$ cat config.mk
export PLATFORM = sky130hd
export DESIGN_NAME = mod_updown_counter
export DESIGN_NICKNAME = d
export VERILOG_FILES = /design/src/rtl/mod_updown_counter.sv
export SDC_FILE = /design/constraint.sdc
export NUM_CORES = 1
export LEC_CHECK = 0
export BUFFER_PORTS_ARGS = -buffer_cell sky130_fd_sc_hd__buf_2
export CORE_MARGIN = 2
export CORE_UTILIZATION = 40
export CTS_BUF_LIST = sky130_fd_sc_hd__clkbuf_2
export DETAILED_ROUTE_END_ITERATION = 16
export PLACE_DENSITY = 0.74
export SLEW_MARGIN = 20
export SYNTH_ARGS = -nofsm -noshare
export SYNTH_HDL_FRONTEND = slang
export SYNTH_SLANG_ARGS = --single-unit
$ cat constraint.sdc
create_clock -name clk -period 2.32 [get_ports clk]
set_clock_uncertainty 0.05 [all_clocks]
set_input_delay 0.232 -clock clk [delete_from_list [all_inputs] [get_ports clk]]
set_output_delay 0.232 -clock clk [all_outputs]
set_load 0.03 [all_outputs]
$ cat src/rtl/mod_updown_counter.sv
// Modulo up/down counter with load, saturate/wrap mode, wrap pulse,
// and a signed-direction epoch counter with a sticky overflow flag.
module mod_updown_counter #(
    parameter int WIDTH   = 4,
    parameter int MAX_VAL = 11,
    parameter int EPOCH_W = 4
) (
    input  logic               clk,
    input  logic               resetn,
    input  logic               load,
    input  logic               en,
    input  logic               up_down,
    input  logic               sat_mode,
    input  logic               clr_ovf,
    input  logic [WIDTH-1:0]   data_in,
    output logic [WIDTH-1:0]   count,
    output logic               tc,
    output logic               wrap,
    output logic [EPOCH_W-1:0] epoch,
    output logic               ovf
);

    localparam logic [WIDTH-1:0] MAX = WIDTH'(MAX_VAL);

    logic [WIDTH-1:0]   count_q, count_d;
    logic               wrap_q, wrap_d;
    logic [EPOCH_W-1:0] epoch_q, epoch_d;
    logic               ovf_q, ovf_d;
    logic               at_max, at_zero;

    assign at_max  = (count_q == MAX);
    assign at_zero = (count_q == '0);

    always_comb begin
        count_d = count_q;
        wrap_d  = 1'b0;
        epoch_d = epoch_q;
        ovf_d   = ovf_q & ~clr_ovf;
        if (load) begin
            // Clamp keeps count inside 0..MAX_VAL by construction
            count_d = (data_in > MAX) ? MAX : data_in;
        end else if (en) begin
            if (up_down) begin
                if (!at_max) begin
                    count_d = count_q + WIDTH'(1);
                end else if (!sat_mode) begin
                    count_d = '0;
                    wrap_d  = 1'b1;
                    epoch_d = epoch_q + EPOCH_W'(1);
                    if (&epoch_q) ovf_d = 1'b1;
                end
            end else begin
                if (!at_zero) begin
                    count_d = count_q - WIDTH'(1);
                end else if (!sat_mode) begin
                    count_d = MAX;
                    wrap_d  = 1'b1;
                    epoch_d = epoch_q - EPOCH_W'(1);
                    if (epoch_q == '0) ovf_d = 1'b1;
                end
            end
        end
    end

    always_ff @(posedge clk or negedge resetn) begin
        if (!resetn) begin
            count_q <= '0;
            wrap_q  <= 1'b0;
            epoch_q <= '0;
            ovf_q   <= 1'b0;
        end else begin
            count_q <= count_d;
            wrap_q  <= wrap_d;
            epoch_q <= epoch_d;
            ovf_q   <= ovf_d;
        end
    end

    // Combinational so a downstream stage can use it as its enable
    assign tc    = en & ~load & (up_down ? at_max : at_zero);
    assign count = count_q;
    assign wrap  = wrap_q;
    assign epoch = epoch_q;
    assign ovf   = ovf_q;

endmodule

==> results of run 1 <==
==> metal layers <==
layer  vias to the layer above  track usage
met2                        25        0.259
met1                       350        0.193
met3                        10       0.0586
met4                         0        0.148
li1                        348            -
met5                         -            0
==> cell families (layout without fill, tap and decap cells) <==
kind of cell             Yosys count  in the layout  synth area share
AND/OR/NAND/NOR                   27             27             0.219
buffers and inverters             10             31            0.0678
multiplexers                       5              5            0.0678
adder cells (fa/ha/maj)            5              5            0.0883
XOR/XNOR                           3              3            0.0331
flip-flops                        10             10             0.315
AO/OA/AOI/OAI                     22             22             0.208
==> flip-flops by register name, indices dropped and copies added, names as in the netlist <==
name / cells
epoch: 4
count: 4
wrap: 1
ovf: 1
==> placed cells by master, fill, tap and decap left out, drive strengths merged, types with 2 or more instances in the layout <==
| master | n |
|---|---|
| dfrtp | 10 |
| xnor2 | 3 |
| a221oi | 2 |
| a21o | 2 |
| nor3b | 2 |
| nand2b | 4 |
| nand2 | 9 |
| nor2 | 2 |
| inv | 6 |
| o311ai | 2 |
| ha | 4 |
| or4 | 2 |
| clkbuf | 3 |
| mux2i | 2 |
| mux2 | 3 |
| nor4 | 2 |
| o21ai | 6 |
| buf | 21 |
| a21oi | 2 |
==> what timing repair did <==
item,4_1_cts,5_1_grt
resized for setup,0,2
hold endpoints to repair,10,0
setup endpoints to repair,0,1
hold buffers,1,0
==> report_power, final <==
group / switching [W] / leakage, nW / internal [W]
registers: 0.0000848 / 0.122 / 0.000214
logic: 0.000224 / 0.299 / 0.000162
clock network: 0.0000632 / 0.0125 / 0.0000352
total: 0.000372 / 0.433 / 0.000411
==> metrics by stage <==
stage	std cells	hold WS, ns	total power (W)	util	cell area [um2]
6_report	130	0.0758	0.000783	0.486	933
3_3_place_gp	126	0.0553	0.000668	0.469	901
5_1_grt	130	0.103	0.000838	0.486	933
3_5_place_dp	126	0.0602	0.000682	0.469	901
4_1_cts	130	0.0734	0.000783	0.482	926
2_1_floorplan	82	-0.114	0.000588	-	793
==> worst reg2reg max path, delay by kind of cell (launching register included) <==
family                   cells  cell delay [ns]
buffers and inverters        1             0.11
AO/OA/AOI/OAI                2             0.28
AND/OR/NAND/NOR              2             0.77
flip-flops                   1             0.45
adder cells (fa/ha/maj)      1             0.22
==> synthesized netlist by cell type (3+ instances only) <==
library cell | n | area [um2]
o21ai_0 | 5 | 25.0
nand2b_1 | 4 | 25.0
inv_1 | 6 | 22.5
ha_1 | 4 | 50.1
nand2_1 | 9 | 33.8
dfrtp_1 | 10 | 250
xnor2_1 | 3 | 26.3
==> area by class of cell <==
| type | instances | area, um2 |
|---|---|---|
| clock buffer | 3 | 15.0 |
| fill | 184 | 988 |
| inverter | 6 | 22.5 |
| multi-input combinational | 62 | 494 |
| sequential | 10 | 250 |
| tap | 27 | 33.8 |
| timing repair buffer | 22 | 118 |
==> worst paths after layout <==
kind,start,endpoint,slack (ns),cells past startpoint
worst max-delay path,count[0],tc,0.23,6
worst min-delay path,clr_ovf,ovf,0.08,2
worst max register to register,count[0],epoch[3],0.33,6
worst min register to register,ovf,ovf,0.49,2
max in group asynchronous,resetn,count[1],1.73,2
min in group asynchronous,resetn,epoch[0],0.29,2
==> metrics, run 1 <==
pwr/cell area=839 nW/um2; Netlist Area Pre-Place=793 um2; syn nets=98; core area=1920 um2; Inserted Diodes=0; IO buf count=21; IO Pins=22; outcome=completed; Clock Latency Late Sink=0.27 ns; CP Class=reg -> out; met3 wire length=97 um; crit-path cells=inv_1 > ha_1 > nor4b_4 > nor2_1 > nor3b_2 > buf_4; relative slew slack=0.736; CTS Root Cell=clkbuf_2; Max Used Layer=met4; Seq cells post-synth=10; total track usage=0.172; delay-heaviest family, CP=simple AND/OR/NAND/NOR gates; Nets=121; final worst path period share=0.899; Met2 Wirelength=894 um; H-tree depth=1; f_max=0.479 GHz; Worst Setup Start Kind=flop; number of synthesized flops with an enable pin=0; worst-path maximum fanout=6; yosys warns=0; sequential area share after synthesis=0.315; RSZ-0062 raised after global routing=false; M1 wire length=786 um; Area growth syn-to-layout=17.7%; Post-synth top flop=dfrtp_1; count of cell types in the netlist=38; Critical Path Sink Type=output port; post-route setup TNS=0 ns; vias per inst=5.64; final slew viol count=0; final hold violations=0; largest net degree at the start of global routing=14; antenna-violating nets left=0; first-pass GRT wire length=3000 um; Mapped Cells=82; Slowest-stage cell, CP=dfrtp_1; vias in the first global route=673; Placement Setup Slack=0.302 ns; total CTS buffers=3; HPWL after DPL=1380 um; Slew @ Worst Pin=0.397 ns; clock tree buffer depth=2; Routed WL=1860 um; Initial Util=0.413; buffers and inverters on the worst path=2; WL/cell=14.3 um; Tightest Hold Check Type=in -> reg; Residual DRC=0; Worst EP required=2.04 ns; Rows=16; Worst Setup Slack, final=0.234 ns; Leakage=0.433 nW; via count=733; # Max-Cap Violations=0; worst vdd ir=512 uV; Remaining Overflow, GRT=0; post-CTS setup buffer count=0; Clock Pin Slew Worst Setup and Hold Paths=0.10 ns; GPL Wtd Cong=0.824; fin crit period=2.09 ns; TritonRoute pass-1 iters=4; die height=48.5 um; final setup fails=0; asr flop ratio synth=1.00; die area=2360 um2; clock sink count=10; Die X=48.5 um; share of cells above drive strength 1=0.291; CP arrival=1.80 ns; initial antenna violation count=0; Iter 0 DRT Violations=17; max incr delay on CP=0.45 ns; Avg Cell Area, Syn=9.67 um2; CTS tree=built
(Power assumes the default switching activity.)
==> run 2: changes to the inputs <==
--- a/config.mk
+++ b/config.mk
@@ -10,7 +10,7 @@
 export CORE_UTILIZATION = 40
 export CTS_BUF_LIST = sky130_fd_sc_hd__clkbuf_2
 export DETAILED_ROUTE_END_ITERATION = 16
-export PLACE_DENSITY = 0.74
+export PLACE_DENSITY = 0.76
 export SLEW_MARGIN = 20
 export SYNTH_ARGS = -nofsm -noshare
 export SYNTH_HDL_FRONTEND = slang
==> constraint.sdc (replaced) <==
create_clock -name clk -period 1.78 [get_ports clk]
set_clock_uncertainty 0.05 [all_clocks]
set_input_delay 0.178 -clock clk [delete_from_list [all_inputs] [get_ports clk]]
set_output_delay 0.178 -clock clk [all_outputs]
set_load 0.03 [all_outputs]
==> metrics, run 2 (synthesized netlist as in run 1, its figures left out) <==
Tightest Hold Check Type=in -> reg (unchanged); core area=1920 um2 (unchanged); Nets=132 (was 121); final slew viol count=0 (unchanged); Worst Setup Slack, final=-0.0514 ns (was 0.234 ns); CTS Root Cell=clkbuf_2 (unchanged); failing checks=negative setup slack; worst vdd ir=583 uV (was 512 uV); vias per inst=5.34 (was 5.64); TritonRoute pass-1 iters=4 (unchanged); # Max-Cap Violations=0 (unchanged); die height=48.5 um (unchanged); Worst EP required=1.90 ns (was 2.04 ns); total track usage=0.173 (was 0.172); Die X=48.5 um (unchanged); via count=758 (was 733); R2R Path Start=count[1] (was count[0]); final hold violations=0 (unchanged); Pwr Total=0.00112 W (was 0.000783 W); GPL Wtd Cong=0.859 (was 0.824); WHS Path Cells=2 (unchanged); RSZ-0062 raised after global routing=true (was false); first-pass GRT wire length=3200 um (was 3000 um); Rows=16 (unchanged); clock sink count=10 (unchanged); antenna-violating nets left=0 (unchanged); relative slew slack=0.762 (was 0.736); commonest non-fill, non-tap cell in the layout=buf_2 (unchanged); Residual DRC=0 (unchanged); Clock Latency Late Sink=0.26 ns (was 0.27 ns); reg2reg setup slack=-0.05 ns (was 0.33 ns); Placement Setup Slack=0.00147 ns (was 0.302 ns); Initial Util=0.413 (unchanged); Hold Slack=0.0318 ns (was 0.0758 ns); H-tree depth=1 (unchanged); Area growth syn-to-layout=32.8% (was 17.7%); CTS tree=built (unchanged); outcome=finished with violations (was completed); Worst Setup Start Kind=flop (unchanged); Clock Pin Slew Worst Setup and Hold Paths=0.12 ns (was 0.10 ns); Remaining Overflow, GRT=0 (unchanged); min-delay src=clr_ovf (unchanged); Worst R2R End=epoch[3] (unchanged); Slew @ Worst Pin=0.357 ns (was 0.397 ns); pwr/cell area=1070 nW/um2 (was 839 nW/um2); Leakage=0.480 nW (was 0.433 nW); Routed WL=1930 um (was 1860 um); final setup fails=4 (was 0); WL/cell=13.6 um (was 14.3 um); IO Pins=22 (unchanged); worst-path maximum fanout=8 (was 6); most frequent cells in the layout=buf_2 (20), buf_4 (12), nand2_1 (9) (was buf_2 (20), dfrtp_1 (10), nand2_1 (9)); total CTS buffers=3 (unchanged); CP Class=reg -> reg (was reg -> out); final worst path period share=1.03; share of cells above drive strength 1=0.452 (was 0.291); Iter 0 DRT Violations=16 (was 17); HPWL after DPL=1400 um (was 1380 um); vias in the first global route=770 (was 673); Critical Path Sink Type=flop (was output port); fin crit period=1.83 ns; clock tree buffer depth=2 (unchanged); f_max=0.546 GHz; largest net degree at the start of global routing=13 (was 14); Inserted Diodes=0 (unchanged); initial antenna violation count=0 (unchanged); hold path endpoint=ovf (unchanged); dpl cell area=973 um2 (was 901 um2); final instance area=1050 um2 (was 933 um2); IO buf count=21 (unchanged); CP arrival=1.95 ns (was 1.80 ns); R2R cell count=7 (was 6); die area=2360 um2 (unchanged)
run 2: changes by cell type in the layout (fill, tap and decap cells not counted), sizes merged:
cell	change
buf	+11
clkinv	+1
run 2: what timing repair did:
action	4_1_cts	5_1_grt
setup buffers	5	1
hold buffers	1	0
endpoints found under the setup margin	1	7
pin swaps	3	0
resized for setup	2	1
endpoints found under the hold margin	10	0
run 2: worst max-delay path, stage by stage (launching register included):
cell and delay [ns]:
dfrtp_2 0.44, inv_2 0.08, ha_4 0.13, nor4b_4 0.23, buf_4 0.16, o21ai_2 0.11
or4_1 0.44, o311ai_1 0.10
run 2: area by class of cell:
| class | count | area (um2) |
|---|---|---|
| well taps | 27 | 33.8 |
| multi-input cells | 62 | 522 |
| fillers | 185 | 868 |
| flip-flops and latches | 10 | 256 |
| repair buffers | 33 | 200 |
| clock buffers | 3 | 15.0 |
| clock inverters | 1 | 3.75 |
| inverters | 6 | 22.5 |
run 2: worst max-delay path by stage:
stage                  start        to  slack [ns]  depth (start not counted)
global placement    count[0]  epoch[3]        0.02                          6
CTS                 count[1]        tc      -0.004                          6
finish              count[1]  epoch[3]       -0.05                          7
global route        count[1]        tc       -0.13                          6
floorplan           count[0]  count[2]        0.02                          5
detailed placement  count[0]  epoch[1]       0.001                          4
run 2: power breakdown:
| group | internal [W] | switching (W) |
|---|---|---|
| clock network | 0.0000488 | 0.0000852 |
| logic | 0.000276 | 0.000330 |
| registers | 0.000287 | 0.0000974 |
| total | 0.000611 | 0.000512 |
run 2: metrics by stage:
| step | util | TNS [ns] | cells |
|---|---|---|---|
| 4_1_cts | 0.544 | -0.00407 | 141 |
| 5_1_grt | 0.548 | -0.446 | 142 |
| 3_3_place_gp | 0.507 | 0 | 131 |
| 3_5_place_dp | 0.507 | 0 | 131 |
| 6_report | 0.548 | -0.131 | 142 |
| 2_1_floorplan | - | 0 | 82 |
run 2: per-layer routing:
layer / part of all wire / wire [um] / vias up / GRT usage
met5: 0 / 0 / - / 0
met4: 0.015 / 28 / 0 / 0.0857
met3: 0.035 / 68 / 4 / 0.0185
met2: 0.51 / 975 / 19 / 0.310
met1: 0.44 / 853 / 365 / 0.205
li1: - / - / 370 / -
